## src/rtl/alu_pkg.sv

```systemverilog
// alu_pkg: definitions shared between the ALU and its issue queue.
//   opcode_t      - ALU operation encoding (ADD / MULT)
//   ALU_ADD_LAT   - cycles from op_valid to data_valid for ADD
//   ALU_MULT_LAT  - cycles from op_valid to data_valid for MULT
//   op_latency()  - result latency of a given opcode
package alu_pkg;

    typedef enum logic {
        OP_ADD  = 1'b0,
        OP_MULT = 1'b1
    } opcode_t;

    localparam int ALU_ADD_LAT  = 1;
    localparam int ALU_MULT_LAT = 3;

    function automatic int op_latency(opcode_t op);
        return (op == OP_MULT) ? ALU_MULT_LAT : ALU_ADD_LAT;
    endfunction

endpackage

```

## src/rtl/alu_issue_fifo.sv

```systemverilog
// alu_issue_fifo: generic synchronous FIFO with asynchronous active-low reset.
// Ports:
//   clk, rst      - clock, asynchronous active-low reset
//   push, wdata   - write request and data (ignored while full)
//   pop           - remove head entry (ignored while empty)
//   rdata         - current head entry
//   full, empty   - occupancy flags
//   level         - number of stored entries (0..DEPTH)
module alu_issue_fifo #(
    parameter int WIDTH = 8,
    parameter int DEPTH = 4
) (
    input  logic                       clk,
    input  logic                       rst,
    input  logic                       push,
    input  logic                       pop,
    input  logic [WIDTH-1:0]           wdata,
    output logic [WIDTH-1:0]           rdata,
    output logic                       full,
    output logic                       empty,
    output logic [$clog2(DEPTH):0]     level
);

    localparam int AW = $clog2(DEPTH);

    logic [WIDTH-1:0] mem [DEPTH];
    logic [AW:0]      wr_ptr;
    logic [AW:0]      rd_ptr;
    logic             do_push;
    logic             do_pop;

    // Pointers carry one extra wrap bit so full and empty are distinguishable
    assign empty   = (wr_ptr == rd_ptr);
    assign full    = (wr_ptr[AW] != rd_ptr[AW]) && (wr_ptr[AW-1:0] == rd_ptr[AW-1:0]);
    assign level   = wr_ptr - rd_ptr;
    assign do_push = push && !full;
    assign do_pop  = pop && !empty;
    assign rdata   = mem[rd_ptr[AW-1:0]];

    // Pointer update; reset empties the queue without touching storage
    always_ff @(posedge clk or negedge rst) begin
        if (!rst) begin
            wr_ptr <= '0;
            rd_ptr <= '0;
        end else begin
            if (do_push) wr_ptr <= wr_ptr + 1'b1;
            if (do_pop)  rd_ptr <= rd_ptr + 1'b1;
        end
    end

    // Storage write; contents are only meaningful behind valid pointers
    always_ff @(posedge clk) begin
        if (do_push) mem[wr_ptr[AW-1:0]] <= wdata;
    end

endmodule

```

## src/rtl/alu_issue_queue.sv

```systemverilog
// alu_issue_queue: buffers ALU requests and issues at most one per cycle,
// reserving the cycle each result will emerge so no two results collide.
// Ports:
//   clk, rst                   - clock, asynchronous active-low reset
//   a_i, b_i, opcode_i         - request operands and operation
//   valid_i / ready_o          - ingress handshake
//   tag_o                      - tag given to the request accepted this cycle
//   a_operand_o, b_operand_o,
//   opcode_o, op_valid_o       - issue port to the ALU
//   cmp_valid_o, cmp_tag_o     - completion, aligned with ALU data_valid
//   level_o                    - queue occupancy
// Optional build macro ALU_ISSUE_IN_ORDER_EN: results complete strictly in
// issue order (an op also waits for every longer-outstanding result).
module alu_issue_queue
    import alu_pkg::*;
#(
    parameter int DIN_W      = 8,
    parameter int FIFO_DEPTH = 4,
    parameter int TAG_W      = 4,
    parameter int ADD_LAT    = ALU_ADD_LAT,
    parameter int MULT_LAT   = ALU_MULT_LAT
) (
    input  logic                          clk,
    input  logic                          rst,
    input  logic [DIN_W-1:0]              a_i,
    input  logic [DIN_W-1:0]              b_i,
    input  opcode_t                       opcode_i,
    input  logic                          valid_i,
    output logic                          ready_o,
    output logic [TAG_W-1:0]              tag_o,
    output logic [DIN_W-1:0]              a_operand_o,
    output logic [DIN_W-1:0]              b_operand_o,
    output opcode_t                       opcode_o,
    output logic                          op_valid_o,
    output logic                          cmp_valid_o,
    output logic [TAG_W-1:0]              cmp_tag_o,
    output logic [$clog2(FIFO_DEPTH):0]   level_o
);

    localparam int OP_W  = $bits(opcode_t);
    localparam int REQ_W = 2*DIN_W + OP_W + TAG_W;

    // Slot k of the scoreboard is the result emerging k cycles from now
    localparam logic [MULT_LAT:1] SLOT_ONE  = {{(MULT_LAT-1){1'b0}}, 1'b1};
    localparam logic [MULT_LAT:1] ADD_MASK  = SLOT_ONE << (ADD_LAT-1);
    localparam logic [MULT_LAT:1] MULT_MASK = SLOT_ONE << (MULT_LAT-1);

    logic [TAG_W-1:0]    tag_cnt;
    logic [REQ_W-1:0]    push_data;
    logic [REQ_W-1:0]    head_data;
    logic                fifo_full;
    logic                fifo_empty;
    logic                push;
    logic                issue;

    logic [DIN_W-1:0]    head_a;
    logic [DIN_W-1:0]    head_b;
    opcode_t             head_op;
    logic [TAG_W-1:0]    head_tag;

    logic [MULT_LAT:1]   busy;
    logic [MULT_LAT:1]   busy_sh;
    logic [MULT_LAT:1]   lat_mask;
    logic [TAG_W-1:0]    slot_tag [1:MULT_LAT];
    logic                slot_free;
    logic                order_ok;

    assign ready_o   = !fifo_full;
    assign push      = valid_i && ready_o;
    assign tag_o     = tag_cnt;
    assign push_data = {a_i, b_i, opcode_i, tag_cnt};

    assign head_a   = head_data[REQ_W-1 -: DIN_W];
    assign head_b   = head_data[REQ_W-1-DIN_W -: DIN_W];
    assign head_op  = opcode_t'(head_data[TAG_W +: OP_W]);
    assign head_tag = head_data[TAG_W-1:0];

    alu_issue_fifo #(
        .WIDTH (REQ_W),
        .DEPTH (FIFO_DEPTH)
    ) u_fifo (
        .clk   (clk),
        .rst   (rst),
        .push  (push),
        .pop   (issue),
        .wdata (push_data),
        .rdata (head_data),
        .full  (fifo_full),
        .empty (fifo_empty),
        .level (level_o)
    );

    // Issue decision looks at the scoreboard as it will be after this
    // cycle's shift, so a slot freed this cycle can be reused immediately
    assign busy_sh   = {1'b0, busy[MULT_LAT:2]};
    assign lat_mask  = (head_op == OP_MULT) ? MULT_MASK : ADD_MASK;
    assign slot_free = ~|(busy_sh & lat_mask);

`ifdef ALU_ISSUE_IN_ORDER_EN
    // Any pending result further out than ours would complete after it
    assign order_ok = ~|(busy_sh & ~(lat_mask | (lat_mask - SLOT_ONE)));
`else
    assign order_ok = 1'b1;
`endif

    assign issue = !fifo_empty && slot_free && order_ok;

    // Tag counter advances once per accepted request and wraps naturally
    always_ff @(posedge clk or negedge rst) begin
        if (!rst) begin
            tag_cnt <= '0;
        end else if (push) begin
            tag_cnt <= tag_cnt + 1'b1;
        end
    end

    // Scoreboard shift plus reservation; slot 1 leaving drives completion
    always_ff @(posedge clk or negedge rst) begin
        if (!rst) begin
            busy        <= '0;
            cmp_valid_o <= 1'b0;
            cmp_tag_o   <= '0;
            for (int k = 1; k <= MULT_LAT; k++) slot_tag[k] <= '0;
        end else begin
            cmp_valid_o <= busy[1];
            cmp_tag_o   <= slot_tag[1];
            busy        <= busy_sh | (issue ? lat_mask : '0);
            for (int k = 1; k < MULT_LAT; k++) begin
                slot_tag[k] <= (issue && lat_mask[k]) ? head_tag : slot_tag[k+1];
            end
            slot_tag[MULT_LAT] <= (issue && lat_mask[MULT_LAT]) ? head_tag : '0;
        end
    end

    // ALU issue port; operands hold their last value between issues
    always_ff @(posedge clk or negedge rst) begin
        if (!rst) begin
            op_valid_o  <= 1'b0;
            a_operand_o <= '0;
            b_operand_o <= '0;
            opcode_o    <= OP_ADD;
        end else begin
            op_valid_o <= issue;
            if (issue) begin
                a_operand_o <= head_a;
                b_operand_o <= head_b;
                opcode_o    <= head_op;
            end
        end
    end

endmodule

```

## config.mk

```make
export PLATFORM = sky130hd
export DESIGN_NAME = alu_issue_queue
export DESIGN_NICKNAME = d
export VERILOG_FILES = /design/src/rtl/alu_pkg.sv /design/src/rtl/alu_issue_fifo.sv /design/src/rtl/alu_issue_queue.sv
export SDC_FILE = /design/constraint.sdc
export NUM_CORES = 1
export LEC_CHECK = 0
export BUFFER_PORTS_ARGS = -buffer_cell sky130_fd_sc_hd__clkbuf_2
export CORE_MARGIN = 2
export CORE_UTILIZATION = 50
export CTS_BUF_LIST = sky130_fd_sc_hd__clkbuf_8
export CTS_CLUSTER_SIZE = 30
export DETAILED_ROUTE_END_ITERATION = 6
export PLACE_DENSITY = 0.79
export SLEW_MARGIN = 10
export SYNTH_ARGS = -nofsm -noshare
export SYNTH_HDL_FRONTEND = slang
export SYNTH_SLANG_ARGS = --single-unit
```

## constraint.sdc

```tcl
create_clock -name clk -period 3.4 [get_ports clk]
set_clock_uncertainty 0.05 [all_clocks]
set_input_delay 0.34 -clock clk [delete_from_list [all_inputs] [get_ports clk]]
set_output_delay 0.34 -clock clk [all_outputs]
set_load 0.02 [all_outputs]
```

==> impl_metrics.csv <==
group,metric,value,unit
die,start_util,0.512,
worst_setup_path,endpoint_kind,"register",
pwr,switching_share,0.331,
sta,rsz0062_at_grt,"no",
worst_setup_path,timing.critical_path.required,3.46,ns
pwr,power_frac_clock,0.232,
detailed_routing,wirelength,8130,microns
placement,place.gp.congestion,0.727,
worst_setup_path,startpoint_type,"register",
cts,cts_tree,"built",
sta,setup_viol,0,
cts,clock_sinks,132,
sta,min_period,2.61,ns
worst_setup_path,crit_type,"register to register",
worst_setup_path,cp_cell_sequence,"inv_1, ha_1, a31oi_1, and2_1, buf_4",
pwr,finalPower,6.23,mW
sta,setup_tns,0,ns
final_layout,drive_above_1_share,0.439,
logic_synthesis,synth_area,4960,sq um
placement,dp_hpwl,5130,microns
flow_run,cap_viol_max_count,0,
logic_synthesis,syn-instance-count,236,
final_layout,design_area,5850,sq um
final_layout,post-route-util,0.604,
worst_setup_path,cp_num_buf_inv,2,
grt,grt-ovfl-total,0,
final_layout,layout_common_cells,"84 x edfxtp_1, 50 x clkbuf_2, 47 x dfrtp_1",
placement,port_buffers,50,
logic_synthesis,syn_avg_cell_area,21.0,sq um
cts,clock_latency,0.42,ns
detailed_routing,first_iter_violations,108,
worst_setup_path,cp_max_fo,12,
pwr,p_switching,2.06,mW
detailed_routing,first_pass_iters,4,
pwr,leakage,2.30,nW
logic_synthesis,synth_edf_count,84,
cts,clockRootBuffer,"clkbuf_8",
die,rows,36,
cts,clk_path_buf_depth,2,
grt,grt_max_degree,27,
cts,htreeDepth,4,
logic_synthesis,yosysWarnings,0,
die,ioPinCount,51,
detailed_routing,ant_nets,0,
worst_setup_path,critPathSlowestCell,"and2_1",
sta,period_share,0.767,
sta,hold_viol,0,
worst_setup_path,r2r_setup_slack,0.79,ns
logic_synthesis,synth.area.top_cells,"edfxtp_1 51%, dfrtp_1 24%, mux4_2 9.1%, mux2_4 3.3%, mux2_2 3.2%",
sta,slew-limit-headroom,0.532,
detailed_routing,vias,2283,
die,die_w,104,microns
pwr,intPower,4.17,mW
final_layout,fill_cells,688,
pwr,seqPwrFrac,0.405,
die,die_y,104,microns
logic_synthesis,ys_ff_latch,132,
final_layout,nNetsFinal,335,
cts,postCtsSetupBuffers,0,
logic_synthesis,ys_types,29,
pwr,power_density,1070,nW/um^2
pwr,combinationalPowerShare,0.363,
cts,cts-buffers-inserted,17,
worst_setup_path,cp_slowest_stage_delay,0.56,ns
logic_synthesis,yosysSeqAreaShare,0.751,
pwr,ir_drop,394,uV
grt,grt.total_usage,0.165,
hold_path,hp-class,"input port to register",
grt,antenna_found_initial,0,
die,die-area,10700,sq um
logic_synthesis,ys.flop_type,"edfxtp_1",
cts,post_cts_resize_count,0,
run_status,status,"finished, final reports clean",
logic_synthesis,synthArstFlopShare,0.364,
logic_synthesis,mappedNetlistNets,265,
grt,grt_pass1_vias,2417,
sta,finalWorstSetupSlack,0.791,ns
detailed_routing,post-route-drc-count,0,
sta,tightestPinTransition,0.701,ns
worst_setup_path,critPathArrivalTime,2.67,ns
logic_synthesis,yosysTopAreaCell,"edfxtp_1",
logic_synthesis,synth_top_area_share,0.508,
final_layout,synthToLayoutAreaGrowth,17.9,%
cts,clk_pin_slew,0.08,ns
placement,dpl_cell_area,5390,sq um
sta,fmax,383,MHz
detailed_routing,avgRoutedWirePerCell,18.0,microns
worst_setup_path,crit_family,"simple AND/OR/NAND/NOR gates",
placement,preCtsSetupSlack,0.806,ns
final_layout,n_antenna_cell,0,
detailed_routing,drt-vias-per-instance,5.05,
sta,drv_slew,0,
final_layout,final_common_cell,"edfxtp_1",
grt,grt_pass1_wl,13000,microns
die,design.core.area,9680,sq um
flip-flops by register name, summed over array words and instances (netlist names), 3 cells and up:
register / count
u_fifo.mem: 84
u_fifo.wr_ptr: 3
u_fifo.rd_ptr: 3
tag_o: 4
a_operand_o: 8
slot_tag: 12
cmp_tag_o: 4
b_operand_o: 8
busy: 3
repair_timing:
item | 4_1_cts | 5_1_grt
setup endpoints to repair | 0 | 0
hold endpoints to repair | 22 | 0
hold buffers | 1 | 0
layout make-up:
class,count,area (sq um),share of cell area
Clock buffer,18,248,0.0424
Clock inverter,14,198,0.0338
Inverter,7,26.3,0.00449
Multi-Input combinational cell,89,1150,0.197
Sequential cell,132,3720,0.637
Tap cell,133,166,0.0285
Timing Repair Buffer,59,333,0.0569
layer usage:
layer	track usage	vias to the layer above	routed length, microns
met4	0.0705	0	160
met5	0	-	0
met1	0.220	1155	3540
li1	-	1045	-
met2	0.254	72	4020
met3	0.0529	11	412
cells by family (layout without fill, tap and decap cells):
kind of cell | Yosys count | in the layout | synth area share
buffers and inverters | 15 | 98 | 0.0172
AOI/OAI and AO/OA | 6 | 6 | 0.00832
xor gates and xnor gates | 9 | 9 | 0.0174
DFF | 132 | 132 | 0.751
adders and majority gates | 9 | 9 | 0.0242
muxes | 45 | 45 | 0.156
and+or+nand+nor | 20 | 20 | 0.0265
metrics by stage:
step                      hold WS, ns  cells
after global placement          0.281    419
after floorplan              -0.00559    236
after global routing           0.0655    452
final                          0.0925    452
after CTS                      0.0638    452
after detailed placement        0.286    419
final timing paths:
check | cells after the start | to | start
worst min register to register | 0 | cmp_valid_o | busy[1]
max in group asynchronous | 3 | u_fifo.rd_ptr[0] | rst
worst max-delay path | 5 | u_fifo.mem[2][0] | u_fifo.wr_ptr[0]
worst max register to register | 5 | u_fifo.mem[2][0] | u_fifo.wr_ptr[0]
worst min-delay path | 1 | u_fifo.mem[1][18] | a_i[5]
min in group asynchronous | 2 | b_operand_o[7] | rst
cell usage after synthesis (2+ instances only):
master and n:
ha_1 8, nor2b_1 4, and2_1 4, buf_2 4
xnor2_1 3, edfxtp_1 84, mux2_2 14, o21ai_0 3
dfrtp_1 48, inv_1 7, mux4_2 20, mux2_4 11
nand2_1 5, xor2_1 5, clkbuf_1 2
power by group through the flow:
stage | logic (mW) | clock network [mW] | registers, mW
final | 2.26 | 1.45 | 2.53
after global placement | 2.23 | 0 | 2.54
after global routing | 2.45 | 1.55 | 2.58
after floorplan | 1.55 | 0 | 2.70
after CTS | 2.31 | 1.48 | 2.53
after detailed placement | 2.29 | 0 | 2.56
Power figures use the tool's default switching activity.
